<file path="src/rtl/portarb.sv">
// rtl/portarb.sv - N-channel scratchpad port arbiter with lockable bursts and registered RAM stage
module portarb #(
    parameter int N       = 3,
    parameter int a       = 9,
    parameter int w       = 128,
    parameter int MODE    = 0,
    parameter int MAXLOCK = 4,
    localparam int IW     = $clog2(N),
    localparam int CW     = $clog2(MAXLOCK) + 1
) (
    input  logic           clk,
    input  logic           rst,
    input  logic [N-1:0]   csel,
    input  logic [N-1:0]   lock,
    input  logic [N*a-1:0] addrin,
    input  logic [N*w-1:0] datain,
    output logic [N-1:0]   grnt,
    output logic [a-1:0]   addr,
    output logic [w-1:0]   data,
    output logic           vld,
    output logic [IW-1:0]  gidx
);

    logic [IW-1:0] ptr_q, ptr_d;
    logic [IW-1:0] owner_q, owner_d;
    logic [IW-1:0] gidx_q, gidx_d;
    logic          lockv_q, lockv_d;
    logic          vld_q, vld_d;
    logic [CW-1:0] lkcnt_q, lkcnt_d;
    logic [a-1:0]  addr_q, addr_d;
    logic [w-1:0]  data_q, data_d;

    logic          win_vld;
    logic [IW-1:0] win_idx;
    logic [IW-1:0] cand;

    // A live lock only holds while its owner keeps requesting; otherwise arbitrate normally.
    always_comb begin
        win_vld = 1'b0;
        win_idx = '0;
        cand    = '0;
        if (!rst) begin
            if (lockv_q && csel[owner_q]) begin
                win_vld = 1'b1;
                win_idx = owner_q;
            end else begin
                for (int i = 0; i < N; i++) begin
                    if (MODE == 1) begin
                        cand = IW'((int'(ptr_q) + i) % N);
                    end else begin
                        cand = IW'(i);
                    end
                    if (!win_vld && csel[cand]) begin
                        win_vld = 1'b1;
                        win_idx = cand;
                    end
                end
            end
        end
    end

    assign grnt = win_vld ? (N'(1) << win_idx) : '0;

    always_comb begin
        ptr_d   = ptr_q;
        owner_d = owner_q;
        lockv_d = 1'b0;
        lkcnt_d = '0;
        addr_d  = addr_q;
        data_d  = data_q;
        gidx_d  = gidx_q;
        vld_d   = win_vld;
        if (win_vld) begin
            addr_d = addrin[int'(win_idx)*a +: a];
            data_d = datain[int'(win_idx)*w +: w];
            gidx_d = win_idx;
            // Pointer advances even on locked grants so a forced release hands over fairly.
            if (MODE == 1) begin
                ptr_d = (win_idx == IW'(N-1)) ? '0 : win_idx + 1'b1;
            end
            if (lock[win_idx] && (lkcnt_q < CW'(MAXLOCK-1))) begin
                lockv_d = 1'b1;
                owner_d = win_idx;
                lkcnt_d = lkcnt_q + 1'b1;
            end
        end
    end

    always_ff @(posedge clk) begin
        if (rst) begin
            ptr_q   <= '0;
            owner_q <= '0;
            lockv_q <= 1'b0;
            lkcnt_q <= '0;
            addr_q  <= '0;
            data_q  <= '0;
            gidx_q  <= '0;
            vld_q   <= 1'b0;
        end else begin
            ptr_q   <= ptr_d;
            owner_q <= owner_d;
            lockv_q <= lockv_d;
            lkcnt_q <= lkcnt_d;
            addr_q  <= addr_d;
            data_q  <= data_d;
            gidx_q  <= gidx_d;
            vld_q   <= vld_d;
        end
    end

    assign addr = addr_q;
    assign data = data_q;
    assign vld  = vld_q;
    assign gidx = gidx_q;

endmodule

</file>
<file path="config.mk">
export PLATFORM = sky130hd
export DESIGN_NAME = portarb
export DESIGN_NICKNAME = d
export VERILOG_FILES = /design/src/rtl/portarb.sv
export SDC_FILE = /design/constraint.sdc
export NUM_CORES = 1
export LEC_CHECK = 0
export BUFFER_PORTS_ARGS = -buffer_cell sky130_fd_sc_hd__buf_2
export CAP_MARGIN = 20
export CELL_PAD_IN_SITES_DETAIL_PLACEMENT = 1
export CELL_PAD_IN_SITES_GLOBAL_PLACEMENT = 1
export CORE_AREA = 3 3 219 221
export DETAILED_ROUTE_END_ITERATION = 10
export DIE_AREA = 0 0 222 224
export PLACE_DENSITY_LB_ADDON = 0.1
export SYNTH_ARGS = -nofsm -noshare
export SYNTH_HDL_FRONTEND = slang
export SYNTH_SLANG_ARGS = --single-unit
</file>
<file path="constraint.sdc">
create_clock -name clk -period 2.1 [get_ports clk]
set_clock_uncertainty 0.2 [all_clocks]
set_input_delay 0.315 -clock clk [delete_from_list [all_inputs] [get_ports clk]]
set_output_delay 0.315 -clock clk [all_outputs]
set_load 0.01 [all_outputs]
</file>
==> summary.txt <==
Clocking
  – Clk Latency, worst-skew pair: 0.47 ns
  – CTS max path bufs: 2
  – H-tree Lvls: 4
  – Sink Count: 146
  – CTS Buf Count: 17
  – Clk root buf: clkbuf_16
  – Clock transition at the registers of the reported paths: 0.06 ns
  – CTS tree: yes

Die
  – DIE WIDTH: 222 um
  – Cell Rows: 79
  – Placeable core area: 46400 um^2
  – # IOs: 562
  – Die Ht: 224 um
  – Starting density of the core: 15.7%
  – DIE AREA: 49700 um^2

Synthesis
  – Distinct cells, synth: 31
  – Largest area contributor in the netlist: dfxtp_1
  – Post-synthesis sequential area ratio: 40.0%
  – Top-count cell post-synth: dfxtp_1
  – Mean Syn Cell Area: 9.06 um^2
  – Most frequent cells after synthesis: 146 x dfxtp_1, 139 x a21oi_1, 139 x nand2_1, 137 x a22oi_1, 137 x mux2_2
  – Yosys top cell area share: 40.0%
  – Synth Area in XOR/XNOR: 0.120%
  – Post-synth ARST share: 0%
  – Multiplexer area fraction after synthesis: 21.4%
  – Mapped cell area: 7300 um^2
  – EDFF count, synth: 0
  – Syn_nets: 1226
  – Largest family of logic cells by synthesized area: compound AO/OA/AOI/OAI gates
  – Post-Synthesis Cells: 806
  – Total number of yosys warnings: 0
  – Top FF cell, synth: dfxtp_1
  – Compound-Gate Fraction of Synth Area: 24.4%
  – Largest cells by area after synthesis: dfxtp_1 40%, mux2_2 21%, a22oi_1 14%
  – Synthesized flop and latch total: 146
  – Synth Area in Adders: 0.171%
  – Simple-Gate Fraction of Synth Area: 8.96%

Placement
  – Placed cell areas: 11200 um^2
  – Routability cong.: 0.774
  – Placed cells: 1948
  – HPWL after detailed placement: 30300 um
  – I/O Buffers: 561

Timing
  – Final setup vio count: 26
  – Max Slew Vio Count: 0
  – Post-route setup slack: -0.144 ns
  – Worst slew margin: 52.3%
  – Setup Total Neg Slack: -0.561 ns
  – RSZ-0062 raised after global routing: yes
  – Tcrit/Tclk final: 107%
  – Fmax achieved: 0.446 GHz
  – Worst slew pin tran: 0.715 ns
  – Final Hold Violating Endpoints: 0
  – Period minus WS final: 2.24 ns

Route
  – Vias/cell: 4.24
  – Final wirelength: 43200 um
  – Pre-antenna DRT Iters: 5
  – DR iter-0 viols: 282
  – Residual DRC: 0
  – Number of vias in the routed layout: 9292
  – WL/cell: 19.7 um
  – Antenna Nets Post-Route: 0

GRT
  – Initial antenna violation count: 3
  – GRT Overall Usage: 16.0%
  – Largest net degree at the start of global routing: 72
  – First-pass GRT wire length: 61000 um
  – Grt ovf: 0
  – Vias in the first global route: 10234

Hold path
  – Min-Delay Path Class: in2reg
  – Hold path depth: 4

Finish
  – Layout cells sized above 1: 52.2%
  – Layout area overhead: 95.8%
  – Fin area: 14300 um^2
  – Nets: 1989
  – Final Instance Count excl. Fillers: 2189

Worst setup path
  – R2r worst-path depth: 9
  – CP max FO: 3
  – Kind of critical path: reg2out
  – CP Launch Type: flip-flop
  – Crit path required time: 1.58 ns
  – CP most frequent cell: buf_4
  – Slowest stage delay, CP: 0.32 ns
  – Crit-path cells: buf_4, a21bo_2, nand4_4, inv_2, nor4_4, buf_4
  – Critical Path Sink Type: output pin
  – Critical path arrival: 1.73 ns
  – Crit-path slowest cell: dfxtp_2

Power and ir drop
  – Pwr dens: 576 nW/um^2
  – Design Power: 8.23 mW
  – Maximum VDD drop: 0.351 mV
  – Pleak: 6.82 nW

Flow run
  – Max Cap Viol: 0

Run status
  – Failing checks: negative setup slack
  – Status: finished, violations left
-- flip-flops by register name (all words and copies together), names as in the netlist --
signal	count
addr	9
lockv_q	1
gidx	2
owner_q	2
lkcnt_q	3
data	128
vld	1
-- timing repair --
item,CTS,global route
resized for setup,19,67
setup buffers,5,8
pin swaps,2,2
setup endpoints to repair,5,133
endpoints found under the hold margin,140,0
hold buffers,180,0
cloned,0,16
-- worst max-delay path, delay by kind of cell, from the launching register on --
kind	cells	cell delay [ns]
buf+inv	3	0.37
simple gates	2	0.36
flops	1	0.32
compound gates	1	0.21
-- path summary, 6_finish.rpt --
kind,slack [ns],from,to
max reg2reg,-0.03,owner_q[0],data[56]
max,-0.14,owner_q[0],grnt[0]
min,0.05,datain[30],data[30]
min reg2reg,0.26,lkcnt_q[0],lkcnt_q[0]
-- cell usage in the layout, fill, tap and decap left out, types with 3 or more instances in the layout --
cell / synthesis / layout
a21oi_1: 139 / 138
a22oi_1: 137 / 137
buf_12: 0 / 17
buf_16: 0 / 4
buf_2: 13 / 558
buf_4: 12 / 29
buf_6: 0 / 8
buf_8: 0 / 11
clkbuf_1: 46 / 3
clkbuf_16: 0 / 30
clkbuf_8: 0 / 6
clkinv_2: 0 / 5
dfxtp_1: 146 / 144
dlygate4sd3_1: 0 / 180
mux2_2: 137 / 109
mux2_4: 0 / 28
nand2_1: 139 / 131
nand2_2: 0 / 8
nor2_1: 4 / 3
-- stage by stage --
| step | worst slack [ns] | util (%) | hold slack, ns |
|---|---|---|---|
| 2_1_floorplan | 0.0923 | - | 0.234 |
| 3_3_place_gp | -0.0302 | 24.1 | 0.249 |
| 3_5_place_dp | -0.0757 | 24.1 | 0.257 |
| 4_1_cts | -0.257 | 29.4 | 0.000579 |
| 5_1_grt | -0.264 | 30.8 | 0.0213 |
| 6_report | -0.144 | 30.8 | 0.0469 |
-- power by group --
group	total [mW]	internal, mW	switching, mW	leakage, nW
combinational	2.17	1.19	0.975	5.33
sequential	3.10	2.99	0.112	1.21
clock	2.96	1.68	1.28	0.276
total	8.23	5.86	2.37	6.82
-- final cells by class --
type,instances,area [um^2]
Antenna cell,1,2.50
Clock buffer,26,519
Clock inverter,5,25.0
Fill cell,5525,32100
Inverter,3,11.3
Multi-Input combinational cell,581,4210
Sequential cell,146,2930
Tap cell,607,759
Timing Repair Buffer,820,5840
-- per-layer routing --
| metal | share of wire, % | vias up | GRT usage (%) |
|---|---|---|---|
| met5 | 0.063 | - | 0 |
| met4 | 1.6 | 4 | 4.79 |
| met3 | 6.6 | 40 | 5.74 |
| met2 | 51 | 327 | 29.0 |
| met1 | 41 | 4446 | 17.6 |
| li1 | - | 4475 | - |
-- logic make-up after synthesis --
logic type,count (synthesis)
AOI/OAI and AO/OA,282
xor gates and xnor gates,1
adders and majority gates,1
buffers and inverters,79
DFF,146
muxes,139
and+or+nand+nor,158
(Power assumes the default switching activity.)
